<file path="src/rtl/mem_arb_pkg.sv">
// Shared types and default widths for the two-requester memory arbiter.
package mem_arb_pkg;

    localparam int unsigned DefAddrW = 8;
    localparam int unsigned DefDataW = 32;

    // Which requester owns the read response due next cycle.
    typedef enum logic [1:0] {
        IDLE   = 2'd0,
        PEND_I = 2'd1,
        PEND_D = 2'd2
    } arb_state_e;

endpackage

</file>
<file path="src/rtl/arb_wait_counter.sv">
// Saturating count of consecutive cycles a pending fetch lost arbitration.
module arb_wait_counter #(
    parameter int unsigned MAX_WAIT = 3,
    parameter int unsigned CNT_W    = 2
) (
    input  logic             clk,
    input  logic             clr,
    input  logic             inc,
    input  logic             clear,
    output logic [CNT_W-1:0] count
);

    localparam logic [CNT_W-1:0] MaxVal = CNT_W'(MAX_WAIT);

    logic [CNT_W-1:0] count_q;
    logic [CNT_W-1:0] count_d;

    always_comb begin
        count_d = count_q;
        if (clear) begin
            count_d = '0;
        end else if (inc && (count_q != MaxVal)) begin
            count_d = count_q + 1'b1;
        end
    end

    always_ff @(posedge clk) begin
        if (clr) begin
            count_q <= '0;
        end else begin
            count_q <= count_d;
        end
    end

    assign count = count_q;

endmodule

</file>
<file path="src/rtl/memory_arbiter.sv">
// Arbitrates instruction-fetch and data requests onto one memory with a
// one-cycle registered read; data has priority until a fetch has starved.
module memory_arbiter
    import mem_arb_pkg::*;
#(
    parameter int unsigned ADDR_W   = DefAddrW,
    parameter int unsigned DATA_W   = DefDataW,
    parameter int unsigned MAX_WAIT = 3
) (
    input  logic              clk,
    input  logic              clr,
    input  logic              if_req,
    input  logic [ADDR_W-1:0] if_addr,
    output logic              if_gnt,
    output logic              if_rvalid,
    output logic [DATA_W-1:0] if_rdata,
    input  logic              d_req,
    input  logic              d_we,
    input  logic [ADDR_W-1:0] d_addr,
    input  logic [DATA_W-1:0] d_wdata,
    output logic              d_gnt,
    output logic              d_rvalid,
    output logic [DATA_W-1:0] d_rdata,
    output logic              mem_en,
    output logic              mem_wen,
    output logic [ADDR_W-1:0] mem_addr,
    output logic [DATA_W-1:0] mem_wdata,
    input  logic [DATA_W-1:0] mem_rdata
);

    localparam int unsigned CntW = ($clog2(MAX_WAIT + 1) < 1) ? 1 : $clog2(MAX_WAIT + 1);
    localparam logic [CntW-1:0] MaxVal = CntW'(MAX_WAIT);

    arb_state_e      state_q;
    arb_state_e      state_d;
    logic [CntW-1:0] wait_cnt;
    logic            wait_inc;
    logic            wait_clear;

    arb_wait_counter #(
        .MAX_WAIT (MAX_WAIT),
        .CNT_W    (CntW)
    ) u_wait_counter (
        .clk   (clk),
        .clr   (clr),
        .inc   (wait_inc),
        .clear (wait_clear),
        .count (wait_cnt)
    );

    assign wait_inc   = if_req & ~if_gnt;
    assign wait_clear = if_gnt | ~if_req;

    // Grants are gated by clr so nothing issues while reset is held.
    always_comb begin
        if_gnt = 1'b0;
        d_gnt  = 1'b0;
        if (!clr) begin
            if (if_req && (!d_req || (wait_cnt == MaxVal))) begin
                if_gnt = 1'b1;
            end else if (d_req) begin
                d_gnt = 1'b1;
            end
        end
    end

    always_comb begin
        mem_en    = 1'b0;
        mem_wen   = 1'b0;
        mem_addr  = '0;
        mem_wdata = '0;
        if (if_gnt) begin
            mem_en   = 1'b1;
            mem_addr = if_addr;
        end else if (d_gnt) begin
            mem_en    = 1'b1;
            mem_wen   = d_we;
            mem_addr  = d_addr;
            mem_wdata = d_wdata;
        end
    end

    always_comb begin
        state_d = IDLE;
        if (if_gnt) begin
            state_d = PEND_I;
        end else if (d_gnt && !d_we) begin
            state_d = PEND_D;
        end
    end

    always_ff @(posedge clk) begin
        if (clr) begin
            state_q <= IDLE;
        end else begin
            state_q <= state_d;
        end
    end

    // Gated by clr as well: the first clr cycle may still see a stale state_q.
    always_comb begin
        if_rvalid = 1'b0;
        d_rvalid  = 1'b0;
        if_rdata  = '0;
        d_rdata   = '0;
        if (!clr) begin
            if (state_q == PEND_I) begin
                if_rvalid = 1'b1;
                if_rdata  = mem_rdata;
            end else if (state_q == PEND_D) begin
                d_rvalid = 1'b1;
                d_rdata  = mem_rdata;
            end
        end
    end

endmodule

</file>
<file path="config.mk">
export PLATFORM = sky130hd
export DESIGN_NAME = memory_arbiter
export DESIGN_NICKNAME = d
export VERILOG_FILES = /design/src/rtl/mem_arb_pkg.sv /design/src/rtl/arb_wait_counter.sv /design/src/rtl/memory_arbiter.sv
export SDC_FILE = /design/constraint.sdc
export NUM_CORES = 1
export LEC_CHECK = 0
export BUFFER_PORTS_ARGS = -buffer_cell sky130_fd_sc_hd__clkbuf_2
export CORE_AREA = 2 2 75 77
export CTS_CLUSTER_SIZE = 28
export DETAILED_ROUTE_END_ITERATION = 10
export DIE_AREA = 0 0 77 79
export GPL_TIMING_DRIVEN = 0
export PLACE_DENSITY_LB_ADDON = 0.15
export SLEW_MARGIN = 25
export SYNTH_ARGS = -nofsm -noshare
export SYNTH_HDL_FRONTEND = slang
export SYNTH_SLANG_ARGS = --single-unit
</file>
<file path="constraint.sdc">
create_clock -name clk -period 1.4 [get_ports clk]
set_input_delay 0.07 -clock clk [delete_from_list [all_inputs] [get_ports clk]]
set_output_delay 0.07 -clock clk [all_outputs]
set_load 0.02 [all_outputs]
</file>
[Word level (Yosys, flattened, before mapping)]
Index checks and enable logic that the tools add are counted.
Operators by class
  add/subtract/negate cells: 1
  eq/ne operators: 4
  mux-type cells: 25
  bitwise gates (word level): 4
  reductions and logical operators: 8
Operators by type and width (number)
  $mux 32: 7
  $mux 8: 2
  $mux 1: 15
  $eq 2x2->1 const B: 2
  $reduce_or 2->1: 2
  $logic_and 1x1->1: 3
  $add 2x1->2 const B: 1
  $eq 2x1->1 const B: 1
  $logic_not 1->1: 2
  $mux 2: 1
  $ne 2x2->1 const B: 1
  $not 1->1: 2
  $and 1x1->1: 1
  $logic_or 1x1->1: 1
  $or 1x1->1: 1
Word-level totals
  register bits: 4
  bits of input ports: 85
  output and inout port bits: 110

[Logic depth before layout (Yosys ltp)]
Gate-level depths: netlist (run 1).
  word-level depth: 8
  gate-level depth with buffers: 5

[Hierarchy]
From an unflattened synthesis (run 1), not the netlist that was laid out.
Second synthesis, totals
  cells, all modules: 136
  area, all modules: 968.4 µm²
Modules (own cells, without submodules)
  memory_arbiter: times used 1, cells an instance 128, area an instance 863.3 µm², seq. area each 40.0 µm²
  arb_wait_counter: times used 1, cells an instance 8, area an instance 105.1 µm², seq. area each 40.0 µm²

[Least setup slack after synthesis (run 1)]
OpenSTA, ideal clock, no wires.
  path kind: register to output
  start: reg u_wait_counter.count_q[0], in the netlist u_wait_counter.count[0]
  end: out mem_wdata[23]
  arrival time: 1340 ps
  slack: -10 ps
  stages on the path, launching flop included: 5
  path through: dfxtp_1 > ha_1 > a21bo_1 > buf_6 > nor3b_1
Between the ends
  longest elaborated chain between the ends: 7
  elaborated cells between the ends (all ways): 9
Ends and longest elaborated chain
  start: declaration: line arb_wait_counter.sv:15  | logic [CNT_W-1:0] count_q;
  start signal: assignment: line arb_wait_counter.sv:31  | count_q <= count_d;
  $eq 2x2->1 (*): line memory_arbiter.sv:59  | if (if_req && (!d_req || (wait_cnt == MaxVal))) begin
  $logic_or 1x1->1 (*): line memory_arbiter.sv:59
  $logic_and 1x1->1 (*): line memory_arbiter.sv:59
  $mux 1: line memory_arbiter.sv:59
  $mux 1: line memory_arbiter.sv:58  | if (!clr) begin
  $mux 32: line memory_arbiter.sv:75  | end else if (d_gnt) begin
  $mux 32 (*): line memory_arbiter.sv:72  | if (if_gnt) begin
  end: declaration: line memory_arbiter.sv:27  | output logic [DATA_W-1:0] mem_wdata,
Every way passes the cells marked *; elsewhere a longest branch is shown, timed or not.

[Final worst setup path (run 1)]
  start: reg u_wait_counter.count_q[0], in the netlist u_wait_counter.count[0]
  end: out mem_wdata[15]
Same word-level chain as after synthesis.

==> key figures, run 1 <==
STA
  • Fin crit share: 115%
  • Setup WS post-layout: -213 ps
  • Final setup fails: 47
  • RSZ-0062 raised after global routing: yes
  • Pins Over Slew Limit: 0
  • Post-route clock skew: 3.11 ps
  • Fmax: 620 MHz
  • Worst Tran Pin Value: roughly 300 ps
  • Slew margin rel.: between 70% and 80%
  • Hold Vio Cnt, Final: 0
  • Fin crit period: 1610 ps

Synthesis
  • Most numerous cell in the Yosys netlist: and2_1
  • Ys Warns: 0
  • Area contributors post-synth: and2_1 (31%), nor3b_2 (31%), nand2b_1 (7.7%)
  • Netlist cell types: 20
  • Fraction of registers with async set/reset: 0%
  • Synth cell count leaders: and2_1 (64), nor3b_2 (32), nand2b_1 (16), o32ai_1 (8), buf_6 (7)
  • Seq/Total Area, Yosys: under 10%
  • EDFF count, synth: 0
  • Post-synth top area share: 30.9%
  • Synth Flop Type: dfxtp_1
  • Flops & latches, synth: 4
  • Syn Area/Cell: 8.21 µm²
  • Mapped Nets: ~240
  • Mapped cell area: 1300 µm²
  • Syn Inst Count: 158
  • Post-synth top area cell: and2_1

Worst setup path
  • Setup CP Type: reg -> out
  • Worst path slowest cell: dfxtp_2
  • CP top delay family: buffers and inverters
  • Crit path max fanout: 7
  • Worst setup SP type: flop
  • Worst Path Buf+Inv: 3
  • CP required: 1330 ps
  • CP Capture Type: output port
  • Critical-path cell list: ha_4, a21bo_1, buf_6, buf_12, nor3b_4, clkbuf_8
  • Worst EP arrival: about 1500 ps
  • Max stage delay on crit path: 320 ps

Global routing
  • Total global routing overflow: 0
  • Largest net degree at the start of global routing: 11
  • Tot GR Track Use: between 10% and 20%
  • First-pass GRT wire length: 7770 µm
  • Vias in the first global route: 1696
  • Initial antenna violation count: 0

Finish
  • Multi-input combinational cell area: 1280 µm²
  • Final Cell Area: between 3000 and 4000 µm²
  • Layout area overhead: 155%
  • FF/Latch Area: ~85 µm²
  • Diode count: 0
  • Layout cells sized above 1: 86.7%
  • Layout Nets: 457
  • Fillers: 431

Power and ir drop
  • P_int: 0.671 mW
  • Switching pwr: 0.390 mW
  • Clock share of power: a little over a fifth
  • Leakage: between 1.5 and 2 nW
  • Sw frac: 36.8%
  • Comb power frac: 66.4%
  • Peak supply drop: 250 µV
  • Power Density: 321 nW/µm²
  • Seq pwr share: 11.6%

Route
  • Residual DRC count: 0
  • Average vias per placed instance: 4.57
  • Vias: 2017
  • DR pass1 iterations: 4
  • Average wire per standard cell: 14.7 µm
  • DR iter-0 viols: 29
  • WL final: between 6000 and 7000 µm
  • ANT nets after route: 0

Placed design
  • Buffers added on ports: 194
  • Placed cell areas: 2360 µm²
  • Dpl hpwl: 4240 µm
  • Global placement routability congestion: around 0.78
  • Place WS: -85.3 ps

Floorplanning
  • Core Rows: 27
  • Die height: 79 µm
  • CORE AREA: approximately 5300 µm²
  • Starting Density: 24.3%
  • Die W: 77 µm
  • Total die area: 6080 µm²
  • I/O Pins: 195

Clocking
  • CTS clk-pin slew, worst paths: 30 ps
  • CTS Root Cell: clkbuf_8
  • CTS tree: yes
  • Clk sink count: 4
  • Post-CTS Hold Fix Bufs: 0
  • CTS H-Tree Depth: 1
  • TritonCTS buffer count: 3
  • Worst-Skew Late Latency: around 210 ps
  • Clk buf depth: 2

Flow run
  • Max Cap Viol: 0

Outcome
  • Failing checks: setup timing
  • Status: complete, but fails checks

Hold path
  • Worst hold path class: in -> reg
power groups by stage:
stage	clock [mW]	sequential (mW)	combinational, mW
2_1_floorplan	0	0.122	0.308
6_report	0.233	0.123	0.704
4_1_cts	0.240	0.123	0.597
5_1_grt	0.255	0.124	0.745
3_3_place_gp	0	0.122	0.533
3_5_place_dp	0	0.122	0.536
path summary, 6_finish.rpt:
check	start	slack (ps)	cells after the start	endpoint
setup / recovery	u_wait_counter.count[0]$_SDFFE_PP0P_	-210	6	mem_wdata[15]
hold / removal	d_we	50	2	state_q[1]$_SDFF_PP0_
hold reg to reg	u_wait_counter.count[0]$_SDFFE_PP0P_	540	1	u_wait_counter.count[0]$_SDFFE_PP0P_
setup reg to reg	u_wait_counter.count[0]$_SDFFE_PP0P_	240	5	state_q[1]$_SDFF_PP0_
per-layer routing:
layer | global-route usage [%] | part of all wire [%] | vias to the layer above
met3 | 3.41 | 7.9 | 12
met1 | 16.8 | 35 | 933
li1 | - | - | 953
met5 | 0 | 0 | -
met4 | 4.64 | 2.3 | 0
met2 | 29.5 | 54 | 119
sequential cells by signal (all words and copies together) (netlist names):
signal / count
state_q: 2
u_wait_counter.count: 2
area by class of cell:
cell class | instances | share of cell area, %
sequential | 4 | 2.57
clock buffer | 3 | 1.25
timing repair buffer | 208 | 48.3
inverter | 1 | 0.114
multi-input combinational | 135 | 38.8
tap | 72 | 2.73
buffer | 18 | 6.29
cell usage in the layout, fill, tap and decap left out:
master	count
buf_4	45
dfxtp_2	4
buf_16	1
buf_8	4
nand2b_1	16
nor3_1	1
o32ai_1	6
clkbuf_2	92
ha_4	1
clkbuf_16	1
and3b_1	1
and2_1	17
o32ai_2	2
buf_6	71
nor2_1	3
nor3b_1	2
buf_12	1
buf_2	9
nor3b_4	6
clkbuf_8	5
a21bo_1	1
nor2b_4	1
nor3b_2	28
and3_1	1
clkinv_1	1
and2_4	47
nor3_2	2
stage by stage:
stage	total power, mW	hold slack (ps)	TNS, ps	util, %	cells
2_1_floorplan	0.430	141	-98.9	-	158
3_3_place_gp	0.655	263	-559	44.2	424
3_5_place_dp	0.658	270	-512	44.2	424
4_1_cts	0.960	41.2	-8850	50.7	437
5_1_grt	1.12	45.7	-10580	61.9	441
6_report	1.06	46.7	-6400	61.9	441
timing repair:
action                                  4_1_cts  5_1_grt
endpoints found under the setup margin      103      102
pin swaps                                     7       31
gates resized for setup                      68      286
setup buffers                                 7        0
gates cloned                                  3        4
kinds of logic after synthesis:
logic type               synth area share, %
AO/OA/AOI/OAI                           6.17
adder cells (fa/ha/maj)                0.964
buffers and inverters                   10.9
flip-flops                              6.17
AND/OR/NAND/NOR                         75.8
Power figures use the tool's default switching activity.
==> run 2: changes to the inputs <==
CORE_AREA = 2 2 76 78   (was 2 2 75 77)
DIE_AREA = 0 0 78 80   (was 0 0 77 79)
SYNTH_HIERARCHICAL = 1   (was unset)
==> run 2 against run 1 <==
Against the previous run: combinational power shrank 3.3%; maximum frequency grew 6.6%; design area shrank 1.4%; area after synthesis shrank 25%; largest cell class unchanged; clock power grew 5%; first-iteration DRC count shrank 28%; core utilization shrank 1.6 points; wire length shrank 10%; the flow still finishes with violations (setup timing); clock skew grew 0.86 ps; critical path depth shrank 1.
==> key figures, run 2 <==
Power and ir drop
  • Clock share of power: 23.4% (+1.4 points)
  • Switching pwr: 0.361 mW (-7.5%)
  • Power Density: 321 nW/µm² (+0.13%)
  • Sw frac: 34.5% (-2.3 points)
  • Peak supply drop: 225 µV (-9.9%)
  • Seq pwr share: 11.6% (about the same)
  • Comb power frac: 65.0% (-1.4 points)
  • P_int: 0.687 mW (+2.4%)
  • Leakage: 1.74 nW (+1.8%)

Synthesis
  • Flops & latches, synth: 4 (unchanged)
  • Most numerous cell in the Yosys netlist: and2_1
  • Netlist cell types: 18 (-10%)
  • Mapped cell area: 968 µm² (-25%)
  • Post-synth top area share: 62.7% (+32 points)
  • EDFF count, synth: 0 (unchanged)
  • Syn Area/Cell: 7.12 µm² (-13%)
  • Seq/Total Area, Yosys: 8.27% (+2.1 points)
  • Fraction of registers with async set/reset: 0% (unchanged)
  • Ys Warns: 6 (+6)
  • Post-synth top area cell: and2_1
  • Area contributors post-synth: and2_1 (63%), dfxtp_1 (8.3%), a22o_1 (7.2%)
  • Synth Flop Type: dfxtp_1
  • Synth cell count leaders: and2_1 (97), a22o_1 (8), clkbuf_1 (6), buf_2 (4), dfxtp_1 (4)
  • Syn Inst Count: 136 (-14%)
  • Mapped Nets: 222 (-9.0%)

STA
  • Hold Vio Cnt, Final: 0 (unchanged)
  • Hold slack: 37.7 ps (-9.04 ps)
  • Fin crit share: 108% (-7.1 points)
  • Worst Tran Pin Value: 322 ps (+21.2 ps)
  • Slew margin rel.: 78.4% (-1.4 points)
  • Post-route clock skew: 3.97 ps (+0.860 ps)
  • Setup WS post-layout: -114 ps (+99.2 ps)
  • RSZ-0062 raised after global routing: yes
  • Pins Over Slew Limit: 0 (unchanged)
  • Fmax: 661 MHz (+6.6%)
  • Fin crit period: 1510 ps (-99.2 ps)
  • TNS Setup: -3430 ps (+2970 ps)
  • Final setup fails: 48 (+2.1%)

Global routing
  • GR Util met3: 4.30% (+0.89 points)
  • First-pass GRT wire length: 7070 µm (-9.1%)
  • Met2 usage: 28.0% (-1.5 points)
  • M1 GR Usage: 12.5% (-4.3 points)
  • Vias in the first global route: 1558 (-8.1%)
  • Largest net degree at the start of global routing: 11 (unchanged)
  • Busiest metal layer after global routing: met2
  • Initial antenna violation count: 0 (unchanged)
  • Tot GR Track Use: 13.9% (-1.5 points)
  • Total global routing overflow: 0 (unchanged)

Floorplanning
  • Core Rows: 27 (unchanged)
  • CORE AREA: 5410 µm² (+1.3%)
  • Die W: 78 µm (+1.3%)
  • I/O Pins: 195 (unchanged)
  • Die height: 80 µm (+1.3%)
  • Total die area: 6240 µm² (+2.6%)
  • Starting Density: 17.9% (-6.4 points)

Finish
  • Diode count: 0 (unchanged)
  • Layout cells sized above 1: 86.2% (-0.55 points)
  • Layout area overhead: 237%
  • Final Cell Area: 3260 µm² (-1.4%)
  • Non-Filler Instances: 419 (-5.0%)
  • Most common cell after layout, fill and taps aside: clkbuf_2
  • Commonest non-fill, non-tap cells in the layout: clkbuf_2 (89), buf_6 (71), and2_4 (65)
  • Layout Nets: 435 (-4.8%)
  • Fillers: 438 (+1.6%)

Route
  • DR pass1 iterations: 2 (-2)
  • Average wire per standard cell: 13.9 µm (-5.6%)
  • Vias: 1768 (-12%)
  • ANT nets after route: 0 (unchanged)
  • Average vias per placed instance: 4.22 (-7.7%)
  • WL final: 5820 µm (-10%)
  • Residual DRC count: 0 (unchanged)
  • DR iter-0 viols: 21 (-28%)

Hold path
  • Min-delay src: d_we
  • Worst hold path class: in -> reg
  • Hold depth: 2 (unchanged)

Placed design
  • Placed cell areas: 2040 µm² (-14%)
  • Dpl hpwl: 4030 µm (-4.8%)
  • Global placement routability congestion: 0.772 (-1.3%)
  • Buffers added on ports: 194 (unchanged)
  • Place WS: -199 ps (-114 ps)
  • Placed cells: 402 (-5.2%)

Worst setup path
  • Reg2Reg Launch Point: u_wait_counter/count[1]$_SDFFE_PP0P_
  • Worst Path Buf+Inv: 2 (-1)
  • CP Capture Type: output port
  • Worst setup SP type: flop
  • Critical-path cell list: a21boi_4, nor3b_4, buf_12, or2_2, buf_8
  • Crit path from: u_wait_counter/count[1]$_SDFFE_PP0P_
  • CP required: 1330 ps (about the same)
  • CP top delay family: simple AND/OR/NAND/NOR gates
  • Max stage delay on crit path: 360 ps (+40 ps)
  • Worst EP arrival: 1440 ps (-100 ps)
  • Worst path slowest cell: dfxtp_4
  • Setup CP Type: reg -> out
  • Crit path max fanout: 10 (+3)
  • Worst path depth: 5 (-1)
  • R2R depth: 6 (+1)

Clocking
  • TritonCTS buffer count: 3 (unchanged)
  • CTS clk-pin slew, worst paths: 30 ps (about the same)
  • CTS tree: yes
  • Post-CTS Hold Fix Bufs: 0 (unchanged)
  • CTS Root Cell: clkbuf_8
  • CTS H-Tree Depth: 1 (unchanged)
  • Clk buf depth: 2 (unchanged)
  • Clk sink count: 4 (unchanged)
  • Worst-Skew Late Latency: 220 ps (about the same)

Outcome
  • Status: complete, but fails checks
  • Failing checks: setup timing

Flow run
  • Max Cap Viol: 0 (unchanged)
[run 2: layer usage]
metal / up-vias / part of all wire (%)
met5: - / 0
met3: 14 / 9.8
met4: 0 / 2.8
met1: 769 / 32
li1: 854 / -
met2: 131 / 55
[run 2: logic make-up (layout without fill, tap and decap cells)]
family	count (synthesis)	in the layout	synth area share [%]
compound gates	11	11	11.2
xor+xnor	1	1	0.905
fa+ha+maj	1	1	1.29
buf+inv	12	223	5.17
flops	4	4	8.27
mux	1	1	1.03
simple gates	106	106	72.1
[run 2: stage by stage]
step,power (mW),utilization (%)
final,1.05,60.3
after global routing,1.11,60.3
after CTS,0.935,48.2
after detailed placement,0.574,37.7
after global placement,0.572,37.7
after floorplan,0.349,-
[run 2: power groups by stage]
stage | Combinational, mW | Clock, mW | Sequential [mW]
5_1_grt | 0.720 | 0.264 | 0.123
6_report | 0.681 | 0.245 | 0.122
2_1_floorplan | 0.225 | 0 | 0.123
4_1_cts | 0.563 | 0.251 | 0.122
3_5_place_dp | 0.450 | 0 | 0.124
3_3_place_gp | 0.449 | 0 | 0.124
[run 2: worst paths after layout]
path,to,slack [ps]
max reg2reg,u_wait_counter/count[1]$_SDFFE_PP0P_,60
min reg2reg,u_wait_counter/count[0]$_SDFFE_PP0P_,600
max,mem_en,-110
min,state_q[1]$_SDFF_PP0_,40
[run 2: layout make-up]
cell class	count	area [µm²]	share of cell area [%]
buffer	10	139	4.26
clock buffer	3	41.3	1.27
sequential	4	90.1	2.76
inverter	2	7.51	0.230
tap	72	90.1	2.76
multi-input combinational	120	1030	31.6
timing repair buffer	208	1860	57.1
[run 2: repair_timing]
item | in CTS | in global routing
pin swaps | 3 | 28
gates resized for setup | 119 | 282
endpoints found under the hold margin | 0 | 0
gates cloned | 1 | 4
buffers inserted | 9 | 1
endpoints found under the setup margin | 106 | 106
==> run 3: changes to the inputs <==
PLACE_DENSITY_LB_ADDON = unset   (was 0.15)
==> run 3 against run 2 <==
Against the previous run: the run still ends with setup timing left; non-clock buffer count rose by 5; clock power fell by 2%; critical path depth did not move; hold slack got worse by 5.8 ps; combinational power rose by 3.7%; via count fell by 0.96%; core utilization rose by 2.0 points; design area rose by 3.4%; worst setup slack got worse by 8.3 ps; critical endpoint is now mem_addr[4].
==> key figures, run 3 (same netlist as run 2, synthesis figures left out) <==
Finish
  • Diode count: 0 (unchanged)
  • Core Util, Final: 62.3% (+2.0 points)
  • Layout area overhead: 248%
  • Commonest non-fill, non-tap cells in the layout: clkbuf_2 (90), buf_6 (70), and2_4 (70)
  • Non-Filler Instances: 424 (+1.2%)
  • Layout cells sized above 1: 88.1% (+1.9 points)
  • Final Cell Area: 3370 µm² (+3.4%)
  • Layout Nets: 440 (+1.1%)
  • Most common cell after layout, fill and taps aside: clkbuf_2

Worst setup path
  • Crit path max fanout: 10 (unchanged)
  • Worst setup SP type: flop
  • R2R depth: 8 (+2)
  • Worst EP arrival: 1450 ps (about the same)
  • Setup CP Type: reg -> out
  • R2R Setup Slk: -50 ps (-110 ps)
  • R2R Path End: u_wait_counter/count[1]$_SDFFE_PP0P_
  • Reg2Reg Launch Point: u_wait_counter/count[0]$_SDFFE_PP0P_
  • CP Capture Type: output port
  • CP required: 1330 ps (about the same)

STA
  • Pins Over Slew Limit: 0 (unchanged)
  • Fin crit period: 1520 ps (+8.29 ps)
  • Worst Tran Pin Value: 351 ps (+29.1 ps)
  • Hold slack: 31.9 ps (-5.81 ps)
  • Setup WS post-layout: -122 ps (-8.29 ps)
  • Fin crit share: 109% (+0.59 points)
  • Fmax: 657 MHz (-0.54%)
  • Slew margin rel.: 76.6% (-1.8 points)
  • Final setup fails: 49 (+2.1%)
  • RSZ-0062 raised after global routing: yes
  • Hold Vio Cnt, Final: 0 (unchanged)
  • Post-route clock skew: 2.93 ps (-1.04 ps)

Route
  • Average wire per standard cell: 14.9 µm (+7.4%)
  • Average vias per placed instance: 4.13 (-2.1%)
  • DR iter-0 viols: 36 (+71%)
  • Vias: 1751 (-0.96%)
  • ANT nets after route: 0 (unchanged)
  • DR pass1 iterations: 4 (+2)
  • Residual DRC count: 0 (unchanged)
  • WL final: 6330 µm (+8.7%)

Global routing
  • Tot GR Track Use: 14.1% (+0.23 points)
  • Vias in the first global route: 1452 (-6.8%)
  • Largest net degree at the start of global routing: 11 (unchanged)
  • First-pass GRT wire length: 7220 µm (+2.3%)
  • Total global routing overflow: 0 (unchanged)
  • Initial antenna violation count: 0 (unchanged)

Hold path
  • Min-delay src: d_we
  • Hold EP: state_q[1]$_SDFF_PP0_
  • Worst hold path class: in -> reg
  • Hold depth: 2 (unchanged)

Outcome
  • Status: complete, but fails checks
  • Failing checks: setup timing

Placed design
  • Dpl hpwl: 3800 µm (-5.8%)
  • Placed cells: 402 (unchanged)
  • Place WS: -224 ps (-25.1 ps)
  • Global placement routability congestion: 0.753 (-2.4%)
  • Placed cell areas: 2040 µm² (unchanged)
  • Buffers added on ports: 194 (unchanged)

Floorplanning
  • Starting Density: 17.9% (unchanged)
  • Core Rows: 27 (unchanged)
  • Die height: 80 µm (unchanged)
  • Die W: 78 µm (unchanged)
  • Total die area: 6240 µm² (unchanged)
  • I/O Pins: 195 (unchanged)
  • CORE AREA: 5410 µm² (unchanged)

Clocking
  • Worst-Skew Late Latency: 220 ps (about the same)
  • Post-CTS Hold Fix Bufs: 0 (unchanged)
  • CTS tree: yes
  • CTS Root Cell: clkbuf_8
  • CTS clk-pin slew, worst paths: 30 ps (about the same)
  • TritonCTS buffer count: 3 (unchanged)
  • Clk buf depth: 2 (unchanged)
  • CTS H-Tree Depth: 1 (unchanged)
  • Clk sink count: 4 (unchanged)

Power and ir drop
  • Peak supply drop: 615 µV (+170%)
  • Leakage: 1.79 nW (+2.7%)
  • Power Density: 317 nW/µm² (-1.3%)

Flow run
  • Max Cap Viol: 0 (unchanged)
[run 3: cell types whose count changed in the layout (fill, tap and decap cells not counted)]
cell       delta
and2_1        -5
clkbuf_8      +6
clkbuf_2      +1
and2_4        +5
clkbuf_16     +1
o21ai_1       -1
o21ai_4       +1
buf_4         -3
buf_6         -1
clkbuf_4      +1
[run 3: what timing repair did]
action                     CTS  global route
pin swaps                    3            59
buffers inserted             5             6
gates resized for setup    123           282
cloned                       2             6
setup endpoints to repair  107           103
[run 3: worst max path at each step]
stage	from	end	slack (ps)	cells after the start
global placement	u_wait_counter/count[0]$_SDFFE_PP0P_	mem_wdata[9]	-190	4
CTS	u_wait_counter/count[1]$_SDFFE_PP0P_	mem_en	-120	5
detailed placement	u_wait_counter/count[0]$_SDFFE_PP0P_	u_wait_counter/count[1]$_SDFFE_PP0P_	-220	6
global route	u_wait_counter/count[1]$_SDFFE_PP0P_	mem_addr[4]	-180	5
floorplan	u_wait_counter/count[0]$_SDFFE_PP0P_	u_wait_counter/count[1]$_SDFFE_PP0P_	-60	6
finish	u_wait_counter/count[1]$_SDFFE_PP0P_	mem_addr[4]	-120	5
[run 3: power by group]
group	internal [mW]	switching, mW	total [mW]
Combinational	0.403	0.303	0.706
Clock	0.183	0.0576	0.241
Sequential	0.116	0.00524	0.122
Total	0.703	0.366	1.07
[run 3: final cells by class]
cell class / count / area, µm²
inverters: 2 / 7.51
flip-flops and latches: 4 / 90.1
well taps: 72 / 90.1
fillers: 451 / 2040
multi-input cells: 120 / 1050
plain buffers: 10 / 138
clock buffers: 3 / 41.3
repair buffers: 213 / 1950
[run 3: metal layers]
layer | vias to the layer above | GRT usage, % | wire length (µm)
met4 | 0 | 2.11 | 78
met1 | 819 | 16.3 | 2210
met2 | 60 | 27.7 | 3800
met3 | 8 | 2.04 | 238
li1 | 864 | - | -
met5 | - | 0 | 0
[run 3: through the flow]
stage	TNS, ps	total power [mW]
2_1_floorplan	-78.5	0.349
3_3_place_gp	-6580	0.567
3_5_place_dp	-6360	0.570
4_1_cts	-3880	0.936
5_1_grt	-8380	1.13
6_report	-3290	1.07
[run 3: worst max-delay path, cell delays in order (launching register included)]
cell and delay (ps):
dfxtp_4 350, a311oi_4 250, buf_6 180, buf_8 130, a22o_1 160, clkbuf_8 150
